## config.mk

```make
export PLATFORM = sky130hd
export DESIGN_NAME = complex_ram_reader_flat
export DESIGN_NICKNAME = d
export VERILOG_FILES = /design/src/rtl/complex_ram_reader_pkg.sv /design/src/rtl/complex_ram_reader_if.sv /design/src/rtl/complex_ram_reader_fifo2.sv /design/src/rtl/complex_ram_reader.sv /design/src/flat_wrapper.sv
export SDC_FILE = /design/constraint.sdc
export NUM_CORES = 1
export LEC_CHECK = 0
export ABC_AREA = 1
export BUFFER_PORTS_ARGS = -buffer_cell sky130_fd_sc_hd__buf_2
export CAP_MARGIN = 0
export CORE_UTILIZATION = 61
export DETAILED_ROUTE_END_ITERATION = 7
export PLACE_DENSITY = 0.85
export SLEW_MARGIN = 20
export SYNTH_ARGS = -nofsm -noshare
export SYNTH_HDL_FRONTEND = slang
export SYNTH_SLANG_ARGS = --single-unit
```

## constraint.sdc

```tcl
create_clock -name clk -period 5.74 [get_ports clk]
set_input_delay 1.148 -clock clk [delete_from_list [all_inputs] [get_ports clk]]
set_output_delay 1.148 -clock clk [all_outputs]
set_load 0.02 [all_outputs]
```

## src/rtl/complex_ram_reader_pkg.sv

```systemverilog
// complex_ram_reader_pkg: shared defaults, FSM state encoding and complex word type
// for the complex-number RAM read streamer.
// Contents: DEF_* default parameters, state_t, cplx_t {re, im, idx}.
package complex_ram_reader_pkg;

  localparam int DEF_WIDTH  = 8;
  localparam int DEF_DEPTH  = 16;
  localparam int DEF_ADDR_W = 4;

  typedef enum logic [1:0] {
    IDLE  = 2'd0,
    READ  = 2'd1,
    DRAIN = 2'd2,
    DONE  = 2'd3
  } state_t;

  // One streamed word at the default widths: components plus source address.
  typedef struct packed {
    logic [DEF_WIDTH-1:0]  re;
    logic [DEF_WIDTH-1:0]  im;
    logic [DEF_ADDR_W-1:0] idx;
  } cplx_t;

endpackage

```

## src/rtl/complex_ram_reader_if.sv

```systemverilog
// complex_ram_reader_if: RAM read port plus the outgoing valid/ready complex stream.
// RAM side: ramRe/ramAddr out of the reader, ramDataReal/ramDataImag back one cycle later.
// Stream side: outReal/outImag/outIndex/outValid out of the reader, outReady back in.
interface complex_ram_reader_if
  import complex_ram_reader_pkg::*;
#(
  parameter int WIDTH  = DEF_WIDTH,
  parameter int ADDR_W = DEF_ADDR_W
);

  logic              ramRe;
  logic [ADDR_W-1:0] ramAddr;
  logic [WIDTH-1:0]  ramDataReal;
  logic [WIDTH-1:0]  ramDataImag;

  logic [WIDTH-1:0]  outReal;
  logic [WIDTH-1:0]  outImag;
  logic [ADDR_W-1:0] outIndex;
  logic              outValid;
  logic              outReady;

  // Reader side.
  modport master (
    output ramRe, ramAddr,
    input  ramDataReal, ramDataImag,
    output outReal, outImag, outIndex, outValid,
    input  outReady
  );

  // RAM + consumer side.
  modport slave (
    input  ramRe, ramAddr,
    output ramDataReal, ramDataImag,
    input  outReal, outImag, outIndex, outValid,
    output outReady
  );

endinterface

```

## src/rtl/complex_ram_reader_fifo2.sv

```systemverilog
// cplx_fifo2: 2-entry synchronous FIFO for complex words; ports clk, rst, push/push_dat,
// pop/pop_dat (head, combinational), full, empty.
// Latency: a pushed word is visible at the head the cycle after the push edge.
// Backpressure: push is dropped when full unless a pop happens in the same cycle.
module cplx_fifo2
  import complex_ram_reader_pkg::*;
#(
  parameter type T = cplx_t
) (
  input  logic clk,
  input  logic rst,
  input  logic push,
  input  T     push_dat,
  input  logic pop,
  output T     pop_dat,
  output logic full,
  output logic empty
);

  T           mem [2];
  logic       wr_ptr;
  logic       rd_ptr;
  logic [1:0] cnt;
  logic       push_ok;
  logic       pop_ok;

  assign full    = (cnt == 2'd2);
  assign empty   = (cnt == 2'd0);
  // When full, the slot being popped is the one the write pointer targets.
  assign push_ok = push & (~full | pop);
  assign pop_ok  = pop & ~empty;
  assign pop_dat = mem[rd_ptr];

  always_ff @(posedge clk) begin
    if (rst) begin
      mem[0] <= '0;
      mem[1] <= '0;
      wr_ptr <= 1'b0;
      rd_ptr <= 1'b0;
      cnt    <= 2'd0;
    end else begin
      if (push_ok) begin
        mem[wr_ptr] <= push_dat;
        wr_ptr      <= ~wr_ptr;
      end
      if (pop_ok) begin
        rd_ptr <= ~rd_ptr;
      end
      cnt <= cnt + {1'b0, push_ok} - {1'b0, pop_ok};
    end
  end

endmodule

```

## src/rtl/complex_ram_reader.sv

```systemverilog
// complex_ram_reader: on start, reads count (clamped to DEPTH) sequential RAM entries and
// streams {real, imag, index} over valid/ready; ports clk, rst, start, count, busy, done, bus.
// Latency: start edge t -> ramRe/addr 0 in t+1 -> outValid in t+2; 1 word/cycle when ready.
// Backpressure: reads issue only while buffered + in-flight words < 2, so nothing is dropped.
module complex_ram_reader
  import complex_ram_reader_pkg::*;
#(
  parameter int WIDTH  = DEF_WIDTH,
  parameter int DEPTH  = DEF_DEPTH,
  parameter int ADDR_W = DEF_ADDR_W
) (
  input  logic              clk,
  input  logic              rst,
  input  logic              start,
  input  logic [ADDR_W:0]   count,
  output logic              busy,
  output logic              done,
  complex_ram_reader_if.master bus
);

  typedef struct packed {
    logic [WIDTH-1:0]  re;
    logic [WIDTH-1:0]  im;
    logic [ADDR_W-1:0] idx;
  } word_t;

  localparam logic [ADDR_W:0] DEPTH_C = (ADDR_W+1)'(DEPTH);

  state_t            state_q, state_d;
  logic [ADDR_W:0]   cnt_q;       // entries to read this burst
  logic [ADDR_W:0]   issued_q;    // reads issued; low bits are the next address
  logic [ADDR_W:0]   xfer_q;      // words handed to the consumer
  logic              inflight_q;  // RAM data for a read issued last cycle is on the bus
  logic [ADDR_W-1:0] inflight_idx_q;

  logic [ADDR_W:0]   count_clamped;
  logic              accept;
  logic              issue;
  logic [1:0]        occ;
  logic              room;

  word_t             ram_word;
  word_t             fifo_head;
  word_t             head;
  logic              fifo_full;
  logic              fifo_empty;
  logic              fifo_push;
  logic              fifo_pop;
  logic              out_vld;
  logic              fire;

  assign count_clamped = (count > DEPTH_C) ? DEPTH_C : count;
  assign accept        = (state_q == IDLE) && start;

  // ---------------- output buffer ----------------
  // Returning RAM data falls through to the stream when the FIFO is empty, so the
  // in-flight word counts toward the 2-word budget and full throughput needs no
  // extra storage. A word not consumed on arrival is parked in the FIFO.
  assign ram_word  = '{re: bus.ramDataReal, im: bus.ramDataImag, idx: inflight_idx_q};
  assign head      = fifo_empty ? ram_word : fifo_head;
  assign out_vld   = inflight_q | ~fifo_empty;
  assign fire      = out_vld & bus.outReady;
  assign fifo_push = inflight_q & ~(fifo_empty & bus.outReady);
  assign fifo_pop  = fire & ~fifo_empty;

  assign occ  = fifo_full ? 2'd2 : (fifo_empty ? 2'd0 : 2'd1);
  assign room = (occ + {1'b0, inflight_q}) < 2'd2;

  cplx_fifo2 #(.T(word_t)) u_fifo (
    .clk      (clk),
    .rst      (rst),
    .push     (fifo_push),
    .push_dat (ram_word),
    .pop      (fifo_pop),
    .pop_dat  (fifo_head),
    .full     (fifo_full),
    .empty    (fifo_empty)
  );

  assign bus.outValid = out_vld;
  assign bus.outReal  = out_vld ? head.re  : '0;
  assign bus.outImag  = out_vld ? head.im  : '0;
  assign bus.outIndex = out_vld ? head.idx : '0;

  assign bus.ramRe    = issue;
  assign bus.ramAddr  = issue ? issued_q[ADDR_W-1:0] : '0;

  // ---------------- state and counters ----------------
  always_ff @(posedge clk) begin
    if (rst) begin
      state_q        <= IDLE;
      cnt_q          <= '0;
      issued_q       <= '0;
      xfer_q         <= '0;
      inflight_q     <= 1'b0;
      inflight_idx_q <= '0;
    end else begin
      state_q    <= state_d;
      inflight_q <= issue;
      if (issue) begin
        inflight_idx_q <= issued_q[ADDR_W-1:0];
      end
      if (accept) begin
        cnt_q    <= count_clamped;
        issued_q <= '0;
        xfer_q   <= '0;
      end else begin
        if (issue) issued_q <= issued_q + (ADDR_W+1)'(1);
        if (fire)  xfer_q   <= xfer_q + (ADDR_W+1)'(1);
      end
    end
  end

  always_comb begin
    state_d = state_q;
    issue   = 1'b0;
    busy    = 1'b0;
    done    = 1'b0;
    case (state_q)
      IDLE: begin
        if (start) begin
          state_d = (count_clamped == '0) ? DONE : READ;
        end
      end
      READ: begin
        busy  = 1'b1;
        issue = room && (issued_q < cnt_q);
        if (issue && (issued_q + (ADDR_W+1)'(1) == cnt_q)) begin
          state_d = DRAIN;
        end
      end
      DRAIN: begin
        busy = 1'b1;
        if (fire && (xfer_q + (ADDR_W+1)'(1) == cnt_q)) begin
          state_d = DONE;
        end
      end
      DONE: begin
        done    = 1'b1;
        state_d = IDLE;
      end
      default: state_d = IDLE;
    endcase
  end

endmodule

```

## src/flat_wrapper.sv

```systemverilog
// flat-port wrapper written by rule: the top's interface ports become plain ports
module complex_ram_reader_flat import complex_ram_reader_pkg::*;
#(
  parameter int WIDTH  = DEF_WIDTH,
  parameter int DEPTH  = DEF_DEPTH,
  parameter int ADDR_W = DEF_ADDR_W
)
  (clk, rst, start, count, busy, done, bus_ramRe, bus_ramAddr, bus_ramDataReal, bus_ramDataImag, bus_outReal, bus_outImag, bus_outIndex, bus_outValid, bus_outReady);
  complex_ram_reader_if #(.WIDTH(WIDTH), .ADDR_W(ADDR_W)) bus_i ();
  input  logic clk;
  input  logic rst;
  input  logic start;
  input  logic [ADDR_W:0] count;
  output logic busy;
  output logic done;
  output wire logic [$bits(bus_i.ramRe)-1:0] bus_ramRe;
  output wire logic [$bits(bus_i.ramAddr)-1:0] bus_ramAddr;
  input wire logic [$bits(bus_i.ramDataReal)-1:0] bus_ramDataReal;
  input wire logic [$bits(bus_i.ramDataImag)-1:0] bus_ramDataImag;
  output wire logic [$bits(bus_i.outReal)-1:0] bus_outReal;
  output wire logic [$bits(bus_i.outImag)-1:0] bus_outImag;
  output wire logic [$bits(bus_i.outIndex)-1:0] bus_outIndex;
  output wire logic [$bits(bus_i.outValid)-1:0] bus_outValid;
  input wire logic [$bits(bus_i.outReady)-1:0] bus_outReady;
  assign bus_ramRe = bus_i.ramRe;
  assign bus_ramAddr = bus_i.ramAddr;
  assign bus_i.ramDataReal = bus_ramDataReal;
  assign bus_i.ramDataImag = bus_ramDataImag;
  assign bus_outReal = bus_i.outReal;
  assign bus_outImag = bus_i.outImag;
  assign bus_outIndex = bus_i.outIndex;
  assign bus_outValid = bus_i.outValid;
  assign bus_i.outReady = bus_outReady;
  complex_ram_reader #(.WIDTH(WIDTH), .DEPTH(DEPTH), .ADDR_W(ADDR_W)) u_core (.clk(clk), .rst(rst), .start(start), .count(count), .busy(busy), .done(done), .bus(bus_i));
endmodule
```

==> impl_metrics.env <==
export IMPL_grt_first_pass_wirelength_mm=12.2
export IMPL_p_leak_uw=0.00177
export IMPL_synthesis_nets=449
export IMPL_fp_dieArea_sq_um=5910
export IMPL_cts_buffers_inserted=9
export IMPL_max_slew_margin=0.424
export IMPL_grt_overflow_total=0
export IMPL_grt_start_max_net_pins=23
export IMPL_fp_dieH_um=76.8
export IMPL_insertedDiodeCount=0
export IMPL_clock_skew_final_ps=9.25
export IMPL_clock_fmax_mhz=285
export IMPL_routed_wl_mm=7.42
export IMPL_worst_r2r_cell_count=6
export IMPL_synth_yosys_warnings=0
export IMPL_status="finished, final reports clean"
export IMPL_required_ps=4590
export IMPL_cts_resized=0
export IMPL_slew_worst_pin_ps=861
export IMPL_critPathTopFamily="simple AND/OR/NAND/NOR gates"
export IMPL_worst_endpoint_arrival_ps=2360
export IMPL_drive_gt1_frac=0.184
export IMPL_post_cts_buffers=0
export IMPL_htree_num_levels=3
export IMPL_cts_hold_buffers_added=0
export IMPL_worst_setup_path_type="reg2out"
export IMPL_worst_skew_pair_late_latency_ps=350
export IMPL_detailedRoute_firstIterationViolations=289
export IMPL_critical_path_slowest_cell="dfxtp_1"
export IMPL_crit_fanout=15
export IMPL_power_report_internal_total_uw=1050
export IMPL_synth_area_sq_um=3420
export IMPL_number_of_cell_rows=26
export IMPL_drv_cap=0
export IMPL_place_port_buffers=52
export IMPL_globalplace_congestion=0.888
export IMPL_num_vias=2876
export IMPL_power_combinational_fraction=0.354
export IMPL_clock_sink_count=67
export IMPL_synth_cell_type_count=27
export IMPL_multi_input_gate_area_in_the_final_layout_sq_um=1360
export IMPL_crit_reg2reg_launch="u_core.u_fifo.cnt[1]$_SDFF_PP0_"
export IMPL_endpoint="bus_ramAddr[0]"
export IMPL_dieWidth_um=76.8
export IMPL_design_core_area_sq_um=5240
export IMPL_vdd_ir_drop_worst_v=0.000299
export IMPL_nets=496
export IMPL_synth_yosys_seq_area_share=0.510
export IMPL_final_max_slew_viol_count=0
export IMPL_area_growth_synth_to_final_pct=14.9
export IMPL_clk_root_buffer_cell="clkbuf_8"
export IMPL_drt_pass1_iterations=5
export IMPL_cell_count_after_synthesis=410
export IMPL_hold_slack_ps=452
export IMPL_final_common_cell="nor2_1"
export IMPL_setup_slack_on_the_worst_flop_to_flop_path_ps=3090
export IMPL_via_count_of_the_first_global_routing_pass=2637
export IMPL_routed_via_density=5.41
export IMPL_layout_area_seq_sq_um=1740
export IMPL_post_layout_total_power_uw=1700
export IMPL_worstSetupPathDepth=10
export IMPL_setup_total_negative_slack_ps=0
export IMPL_max_stage_delay_ps=360
export IMPL_cp_start_kind="flop"
export IMPL_fill_cells=401
export IMPL_timing_critical_path_to_type="output pin"
export IMPL_worstSetupStartpoint="u_core.cnt_q[2]$_SDFFE_PP0P_"
export IMPL_hpwl_mm=5.02
export IMPL_synth_avg_cell_area_sq_um=8.33
export IMPL_clock_period_minus_worst_slack_ps=3510
export IMPL_switching_share=0.386
export IMPL_drc=0
export IMPL_critical_path_reg2reg_endpoint="u_core.u_fifo.mem[1][1]$_SDFFCE_PN0P_"
export IMPL_design_portCount=53
export IMPL_initial_core_util=0.652
export IMPL_grt_antenna_before_repair=0
export IMPL_worst_setup_hold_path_clk_slew_ps=70
export IMPL_report_final_setup_viol=0
export IMPL_synth_seq_cells=67
export IMPL_total_switching_power_uw=657
export IMPL_power_share_clock=0.277
export IMPL_final_hold_violation_count=0
export IMPL_finalCoreUtilization=0.749
export IMPL_worst_path_buf_inv=3
export IMPL_final_period_utilization=0.611
export IMPL_detail_route_antenna_nets=0
export IMPL_share_seq_of_total_power=0.369
export IMPL_tritoncts="built"
export IMPL_most_common_layout_cells="68 x nor2_1, 62 x inv_1, 58 x nand2_1"
export IMPL_hold_path_class="reg2reg"
export IMPL_grt_util_all_layers=0.268
export IMPL_max_root_sink_buffers=2
export IMPL_routed_wire_length_per_instance_um=13.9
export IMPL_power_density_nw_per_um2=434
export IMPL_cp_cell_sequence="inv_1, ha_1, nand2_1, inv_1, o21ai_0, nand3_1, nor2_1, nand2_1, nor2_1, buf_2"
export IMPL_grt_setup_unrepaired="false"
## power by group through the flow
stage	registers [uW]	clock network (uW)	logic (uW)
floorplan	611	0	458
global placement	632	0	575
detailed placement	637	0	592
CTS	627	479	600
global route	636	494	673
finish	628	472	602
## per-stage QoR
step                instance area [sq um]  setup slack, ps  cells
floorplan                            3420             2790    410
global placement                     3680             2360    516
detailed placement                   3680             2290    516
CTS                                  3930             2260    532
global route                         3930             2040    532
finish                               3930             2230    532
## state kept, by name, summed over array words and instances (netlist names), named ones only
| name | flops |
|---|---|
| u_core.cnt_q | 5 |
| u_core.inflight_idx_q | 4 |
| u_core.inflight_q | 1 |
| u_core.issued_q | 5 |
| u_core.state_q | 2 |
| u_core.u_fifo.cnt | 2 |
| u_core.u_fifo.mem | 40 |
| u_core.u_fifo.rd_ptr | 1 |
| u_core.u_fifo.wr_ptr | 1 |
| u_core.xfer_q | 5 |
## per-layer routing
layer	GRT usage	part of all wire	up-vias
met3	0.0607	0.067	12
li1	-	-	1447
met5	0	0	-
met2	0.419	0.46	113
met1	0.365	0.46	1304
met4	0.0981	0.013	0
## worst reg2reg max path, cell delays in order (launching register included)
cell and delay, ps:
dfxtp_1 420, nor2_4 90, nor2_4 140, inv_2 50
a21oi_2 150, nand3_1 560, nand2_1 870
## kinds of logic after synthesis
group           Yosys count  share of synthesized area
xor+xnor                  3                    0.00769
simple gates            169                      0.213
fa+ha+maj                14                     0.0513
compound gates           77                      0.125
flops                    67                      0.510
buf+inv                  80                     0.0937
## cell type report
type | count | area share
well taps | 70 | 0.0223
inverters | 64 | 0.0612
multi-input cells | 263 | 0.345
flip-flops and latches | 67 | 0.444
clock inverters | 7 | 0.0296
repair buffers | 52 | 0.0663
clock buffers | 9 | 0.0316
## synth_stat cells
library cell,count,share of area
nand2_2,1,0.0018
nor2_2,11,0.020
clkbuf_1,9,0.0099
a21oi_2,1,0.0026
dfxtp_1,27,0.16
o21ai_0,35,0.051
buf_6,2,0.0066
a211oi_1,2,0.0044
buf_1,1,0.0011
nand3_1,20,0.029
buf_2,3,0.0044
nor2_4,2,0.0066
ha_1,14,0.051
nand4_1,8,0.015
o22ai_1,19,0.035
xor2_1,3,0.0077
clkbuf_2,1,0.0015
edfxtp_1,40,0.35
a31oi_1,1,0.0018
inv_1,62,0.068
a21oi_1,17,0.025
nor2_1,68,0.075
nand2_1,58,0.064
or2_2,1,0.0018
o41ai_1,1,0.0026
o32ai_1,1,0.0026
inv_2,2,0.0022
## worst min path at each step
stage               depth (start not counted)  slack, ps                         startpoint                           endpoint
global placement                            1        450  u_core.u_fifo.rd_ptr$_SDFFE_PP0P_  u_core.u_fifo.rd_ptr$_SDFFE_PP0P_
CTS                                         1        460  u_core.u_fifo.rd_ptr$_SDFFE_PP0P_  u_core.u_fifo.rd_ptr$_SDFFE_PP0P_
floorplan                                   1        430  u_core.u_fifo.rd_ptr$_SDFFE_PP0P_                               flop
detailed placement                          1        450  u_core.u_fifo.rd_ptr$_SDFFE_PP0P_  u_core.u_fifo.rd_ptr$_SDFFE_PP0P_
global route                                1        480  u_core.u_fifo.rd_ptr$_SDFFE_PP0P_  u_core.u_fifo.rd_ptr$_SDFFE_PP0P_
finish                                      1        450  u_core.u_fifo.rd_ptr$_SDFFE_PP0P_  u_core.u_fifo.rd_ptr$_SDFFE_PP0P_
Power figures use the tool's default switching activity.
